$ cat config.mk
export PLATFORM = sky130hd
export DESIGN_NAME = freq_corr_ctrl
export DESIGN_NICKNAME = d
export VERILOG_FILES = /design/src/rtl/freq_corr_ctrl.sv
export SDC_FILE = /design/constraint.sdc
export NUM_CORES = 1
export LEC_CHECK = 0
export BUFFER_PORTS_ARGS = -buffer_cell sky130_fd_sc_hd__buf_2
export CORE_MARGIN = 4
export CORE_UTILIZATION = 55
export CTS_BUF_LIST = sky130_fd_sc_hd__clkbuf_8
export DETAILED_ROUTE_END_ITERATION = 10
export PLACE_DENSITY = 0.73
export SYNTH_ARGS = -nofsm -noshare
export SYNTH_HDL_FRONTEND = slang
export SYNTH_SLANG_ARGS = --single-unit
$ cat constraint.sdc
create_clock -name clk -period 8.96 [get_ports clk]
set_clock_uncertainty 0.05 [all_clocks]
set_input_delay 0.896 -clock clk [delete_from_list [all_inputs] [get_ports clk]]
set_output_delay 0.896 -clock clk [all_outputs]
set_load 0.1 [all_outputs]
$ cat src/rtl/freq_corr_ctrl.sv
// freq_corr_ctrl: steps the LO tuning word from windowed freq_correction votes and declares lock
module freq_corr_ctrl #(
  parameter int TUNE_W      = 16,
  parameter int TUNE_INIT   = 16'h8000,
  parameter int WIN_LEN     = 64,
  parameter int VOTE_TH     = 16,
  parameter int COARSE_STEP = 16,
  parameter int FINE_STEP   = 1,
  parameter int SETTLE_CYC  = 32,
  parameter int LOCK_WIN    = 4
) (
  input  logic              clk,
  input  logic              reset,
  input  logic              start,
  input  logic              abort,
  input  logic              sample_valid,
  input  logic [1:0]        freq_mod,
  output logic              corr_en,
  output logic [TUNE_W-1:0] tune_word,
  output logic              tune_valid,
  output logic              locked,
  output logic              at_limit,
  output logic              busy
);
  localparam int CW = $clog2(WIN_LEN);
  localparam int VW = CW + 2;
  localparam int SW = $clog2(SETTLE_CYC + 1);
  localparam int QW = $clog2(LOCK_WIN + 1);
  localparam logic signed [VW-1:0] TH = VW'(VOTE_TH);
  typedef enum logic [1:0] {S_IDLE, S_ACQ, S_SETTLE, S_TRACK} state_t;
  state_t                r_state, r_ret;
  logic [CW-1:0]         r_cnt;
  logic signed [VW-1:0]  r_vote;
  logic [SW-1:0]         r_hold;
  logic [QW-1:0]         r_quiet;
  logic [TUNE_W-1:0]     r_tune;
  logic                  r_tv, r_locked;
  logic signed [VW-1:0]  w_inc, w_vote;
  logic                  w_close, w_up, w_dn;
  logic [TUNE_W:0]       w_step, w_sum;
  logic [TUNE_W-1:0]     w_new;
  logic [QW-1:0]         w_q_inc;
  assign w_inc   = (freq_mod == 2'b01) ? VW'(1) : (freq_mod == 2'b10) ? '1 : '0;
  assign w_vote  = r_vote + w_inc;
  assign w_close = sample_valid && (r_cnt == CW'(WIN_LEN - 1));
  assign w_up    = w_vote >= TH;
  assign w_dn    = w_vote <= -TH;
  assign w_step  = (r_state == S_ACQ) ? (TUNE_W+1)'(COARSE_STEP) : (TUNE_W+1)'(FINE_STEP);
  assign w_sum   = w_up ? {1'b0, r_tune} + w_step : {1'b0, r_tune} - w_step;
  assign w_new   = !w_sum[TUNE_W] ? w_sum[TUNE_W-1:0] : w_up ? '1 : '0;
  assign w_q_inc = (r_quiet == QW'(LOCK_WIN)) ? r_quiet : r_quiet + QW'(1);
  assign corr_en    = (r_state == S_ACQ) || (r_state == S_TRACK);
  assign busy       = r_state != S_IDLE;
  assign tune_word  = r_tune;
  assign tune_valid = r_tv;
  assign locked     = r_locked;
  assign at_limit   = (r_tune == '0) || (r_tune == '1);
  // loop sequencing: window accumulation, step/settle, quiet counting and lock
  always_ff @(posedge clk) begin
    if (reset) begin
      r_state  <= S_IDLE;
      r_ret    <= S_ACQ;
      r_cnt    <= '0;
      r_vote   <= '0;
      r_hold   <= '0;
      r_quiet  <= '0;
      r_tune   <= TUNE_W'(TUNE_INIT);
      r_tv     <= 1'b0;
      r_locked <= 1'b0;
    end else begin
      r_tv <= 1'b0;
      if (abort) begin
        r_state  <= S_IDLE;
        r_locked <= 1'b0;
      end else if (r_state == S_IDLE) begin
        if (start) begin
          r_state  <= S_ACQ;
          r_cnt    <= '0;
          r_vote   <= '0;
          r_quiet  <= '0;
          r_locked <= 1'b0;
        end
      end else if (r_state == S_SETTLE) begin
        if (r_hold == '0) begin
          r_state <= r_ret;
          r_cnt   <= '0;
          r_vote  <= '0;
        end else begin
          r_hold <= r_hold - SW'(1);
        end
      end else if (sample_valid) begin
        r_cnt  <= w_close ? '0 : r_cnt + CW'(1);
        r_vote <= w_close ? '0 : w_vote;
        if (w_close && (w_up || w_dn)) begin
          r_tune   <= w_new;
          r_tv     <= w_new != r_tune;
          r_ret    <= r_state;
          r_hold   <= SW'(SETTLE_CYC - 1);
          r_state  <= S_SETTLE;
          r_quiet  <= '0;
          r_locked <= 1'b0;
        end else if (w_close && r_state == S_ACQ) begin
          r_state <= S_TRACK;
        end else if (w_close) begin
          r_quiet  <= w_q_inc;
          r_locked <= w_q_inc == QW'(LOCK_WIN);
        end
      end
    end
  end
endmodule

After elaboration in Yosys (flattened, before gate mapping)

Index checks and enable logic that the tools add are counted.

Latch bits: 0
Input bits: 7
Memory bits (read-only): 0
Output and inout bits: 21
Memories kept: 0
Register bits: 45
Logic and storage cells: 105
Bits in writable memories: 0

Reductions and logical operators: 24
Div/mod/pow operators: 0
Eq/ne operators: 15
Mux-type cells: 44
Bitwise operators: 5
Shift-type cells: 0
Order comparisons: 2
Add/sub/neg operators: 6
Multiply operators: 0

Operators by type and width:

| cell                 | number |
|---|---|
| $mux 8               | 8 |
| $mux 6               | 10 |
| $mux 16              | 2 |
| $mux 3               | 8 |
| $add 16x5->17        | 1 |
| $mux 17              | 1 |
| $sub 16x5->17        | 1 |
| $eq 16x16->1 const B | 1 |
| $logic_not 16->1     | 1 |
| $ne 16x16->1         | 1 |
| $reduce_and 5->1     | 3 |
| $mux 2               | 7 |
| $add 8x8->8          | 1 |
| $ge 8x6->1 const B   | 1 |
| $le 8x5->1 const B   | 1 |
| $reduce_and 4->1     | 2 |
| $reduce_bool 2->1    | 4 |
| $mux 1               | 7 |
| $add 6x1->6 const B  | 1 |
| $eq 2x2->1 const B   | 3 |
| $eq 3x3->1 const B   | 2 |
| $eq 6x6->1 const B   | 1 |
| $logic_not 6->1      | 1 |
| $ne 2x2->1 const B   | 3 |
| other kinds (15)     | 25 |

Longest topological paths before layout

Word-level depth: 11
Gate-level depth with buffers: 31
Gate-level depth less buffers: 26

Worst setup path before layout

Ideal clock, no wire load.

Path kind: input to register
Start point: input port freq_mod[0]
End point: register r_tv (netlist: tune_valid)
Required time: 8.790 ns
Stages: 29
Library setup time: 0.120 ns
Slack: 2.462 ns
Path buffers: 5
Arrival time: 6.329 ns
Path through: inv_1 ha_1 buf_6 buf_2 xor2_1 ha_1 nor4_1 nor4_2 mux2i_1 o21a_4 o21ai_1 and2_1 buf_2 inv_1 buf_2 ha_1 clkbuf_1 a21o_1 a21o_1 a21o_1 a31oi_1 o21ai_0 nor2_1 o21ai_4 maj3_2 or3b_1 a311oi_1 nand4b_1 o31a_1

Word-level cells in the longest chain between the ends: 9
Elaborated cells between the ends (all ways): 15
Classes of those cells: 1 x add/sub; 2 x order compare; 3 x eq/ne; 5 x mux; 1 x bitwise; 3 x reduce/logical

RTL lines:

| element                                            | line | text |
|---|---|---|
| start, declared                                    | 17   | `input logic [1:0] freq_mod,` |
| $eq 2x2->1                                         | 43   | `assign w_inc = (freq_mod == 2'b01) ? VW'(1) : (freq_mod == 2'b10) ? '1 : '0;` |
| $mux 8                                             | 43   |  |
| $mux 8 (*)                                         | 43   |  |
| $add 8x8->8 (*)                                    | 44   | `assign w_vote = r_vote + w_inc;` |
| branches (longest 5 deep; another with $ge 8x6->1) | --   |  |
| end signal, assigned                               | 96   | `r_tv <= w_new != r_tune;` |
| end, declared                                      | 37   | `logic r_tv, r_locked;` |

Mark *: on every way between the ends.
A chain may end at the register's enable or synchronous reset.

Worst setup path after layout

Same ends and word-level chain as after synthesis.

==> impl_metrics.ini <==
[final_layout]
fin_nets = 596
areaGrowthSynthToFinish_pct = 4.15
multi_input_area_um2 = 3090
fillCellCount = 713
drive_gt1_share_pct = 11.3
utilization_pct = 60.1
final_cell_area_um2 = 4430
regArea_um2 = 901
diodes = 0

[yosys]
synth-edff-count = 0
syn_avg_cell_area_um2 = 7.44
ys_warn_count = 0
synth-seq-area-share_pct = 21.2
synth_fp_nets = 602
syn_area_um2 = 4250
synth-seq-cells = 45
synthCells = 572
yosysUniqueCellTypes = 86
synthArstFlopShare_pct = 0
ys.flop_type = dfxtp_1

[timing]
rsz0062_at_grt = no
setup_viol = 0
fin_setup_tns_ns = 0
max_freq_ghz = 0.133
hold_viol_final = 0
max_slew_margin_pct = 42.7
fin_crit_sh_pct = 83.8
max_slew.worst_pin.slew_ns = 0.859
slew_violations = 0
min_period_ns = 7.51

[grt]
grt_pass1_vias = 3830
antenna_found_initial = 0
grt_usage_pct = 25.1
overflow = 0
grt_start_max_net_pins = 46
grt_pass1_wl_um = 18600

[critical_path]
criticalPathCategory = primary input to register
crit_buf_inv = 3
reg2reg_depth = 23
arrival_ns = 7.65
cp.required_ns = 9.10
critPathTopFamily = compound AO/OA/AOI/OAI gates
r2r_slack_ns = 2.22
worst-path-stages = 26
worstPathMaxFanout = 21
critPathCaptureType = register
critPathSlowestCell = and2_1
critPathLaunchType = primary input
critPathMaxStageDelay_ns = 0.62

[placement]
gp_congestion = 0.948
place_area_um2 = 4330
port_buffers = 27
dpl.hpwl_um = 8330

[drt]
wirelength_um = 11400
vias = 4210
ant_nets = 0
drcViolationCount = 0
wl_per_cell_um = 17.1
drt_iter0_drc = 289
vias_per_cell = 6.32
dr.pass1.iters = 5

[worst_hold_path]
hold_depth = 2
min_path_type = register to register

[die]
die_y_um = 95.9
pin_count = 28
rows = 31
die_area_um2 = 9200
coreArea_um2 = 7370
die_w_um = 95.9
start_util_pct = 57.7

[clock_network]
clk_pin_slew_worst_paths_ns = 0.09
htree_levels = 2
cts_sinks = 45
clockBufferDepth = 2
clock-root-buffer = clkbuf_8
cts_made_buffers = 5
worstSkewPairLatency_ns = 0.30
cts_tree = yes
postCtsSetupRepairBufs = 0
hold_buffers = 0
cts-resized-gates = 0

[power]
p_per_area_nw_per_um2 = 107
finalPower_mw = 0.474
peakVddDrop_v = 0.0000936
p_leak_nw = 1.73

[job]
drv_cap = 0

[status]
outcome = finished clean
cells by family (layout without fill, tap and decap cells):
kind of cell / after synthesis / in the layout / share of synthesized area (%)
compound gates: 169 / 169 / 27.7
xor+xnor: 22 / 22 / 4.53
fa+ha+maj: 30 / 30 / 8.44
buf+inv: 61 / 56 / 6.15
flops: 45 / 45 / 21.2
mux: 9 / 9 / 2.18
simple gates: 236 / 236 / 29.8
per-stage QoR:
| step | worst slack, ns | std cells | hold slack, ns |
|---|---|---|---|
| floorplan | 2.46 | 572 | 0.366 |
| global placement | 1.51 | 658 | 0.381 |
| detailed placement | 1.27 | 658 | 0.395 |
| CTS | 1.57 | 666 | 0.408 |
| global route | 0.999 | 666 | 0.447 |
| finish | 1.45 | 666 | 0.411 |
power breakdown:
| group | internal [mW] | total [mW] | switching [mW] |
|---|---|---|---|
| Clock | 0.0627 | 0.136 | 0.0737 |
| Sequential | 0.200 | 0.202 | 0.00195 |
| Combinational | 0.0470 | 0.135 | 0.0880 |
| Total | 0.310 | 0.474 | 0.164 |
metal layers:
metal | track usage [%] | wire length, µm | vias up
met5 | 0 | 0 | -
met4 | 8.06 | 308 | 0
met3 | 3.67 | 698 | 32
met2 | 41.4 | 5230 | 152
met1 | 33.6 | 5140 | 1932
li1 | - | - | 2094
placed cells by master, fill, tap and decap left out, types with 5 or more instances in the layout:
cell type / instances
maj3_1: 6
or3_1: 6
inv_1: 20
buf_2: 27
a21oi_1: 50
o21ai_0: 30
nand2_1: 49
nor3_1: 22
xor2_1: 10
nor4_1: 5
nand2b_1: 6
ha_1: 23
o211ai_1: 6
a31oi_1: 5
a21o_1: 12
mux2i_1: 7
and2_1: 7
nand3_1: 21
dfxtp_1: 45
clkbuf_8: 6
a211oi_1: 15
nor2b_1: 10
and3_1: 9
a311oi_1: 5
nor3b_1: 5
nor2_1: 54
nand4_1: 12
xnor2_1: 12
synth_stat cells, types with 3 or more instances:
cell type,count,area share [%]
nor2_1,54,4.8
a21oi_1,50,5.9
nand2_1,49,4.3
dfxtp_1,45,21
o21ai_0,30,3.5
clkbuf_1,29,2.6
ha_1,23,6.8
nor3_1,22,2.6
nand3_1,21,2.5
inv_1,20,1.8
a211oi_1,15,2.6
a21o_1,12,2.1
nand4_1,12,1.8
xnor2_1,12,2.5
nor2b_1,10,1.5
xor2_1,10,2.1
and3_1,9,1.3
buf_2,8,0.94
and2_1,7,1.0
mux2i_1,7,1.6
maj3_1,6,1.4
nand2b_1,6,0.88
o211ai_1,6,1.1
or3_1,6,0.88
a311oi_1,5,1.0
a31oi_1,5,0.74
nor3b_1,5,0.88
nor4_1,5,0.74
nand4b_1,4,0.82
o221ai_1,4,0.82
a22oi_1,3,0.53
buf_6,3,0.79
nand3b_1,3,0.53
o31ai_2,3,0.88
or4_1,3,0.53
flip-flops by register name, indices dropped and copies added (netlist names):
name / count
tune_word: 16
r_quiet: 3
locked: 1
r_ret: 2
r_state: 2
tune_valid: 1
r_hold: 6
r_vote: 8
r_cnt: 6
layout make-up:
cell class                      count  share of cell area, %
Clock buffer                        6                   1.86
Clock inverter                      2                  0.311
Inverter                           20                   1.69
Multi-Input combinational cell    466                   69.8
Sequential cell                    45                   20.3
Tap cell                           99                   2.80
Timing Repair Buffer               28                   3.22
path summary, 6_finish.rpt:
path | from | to
max | freq_mod[0] | tune_valid
min | r_ret[1] | r_ret[1]
max reg2reg | r_vote[1] | tune_valid
min reg2reg | r_ret[1] | r_ret[1]
worst min-delay path, cell delays in order (launching register included):
cell and delay, ns:
dfxtp_1 0.32, nand2_1 0.05, a21oi_1 0.05
(Power assumes the default switching activity.)
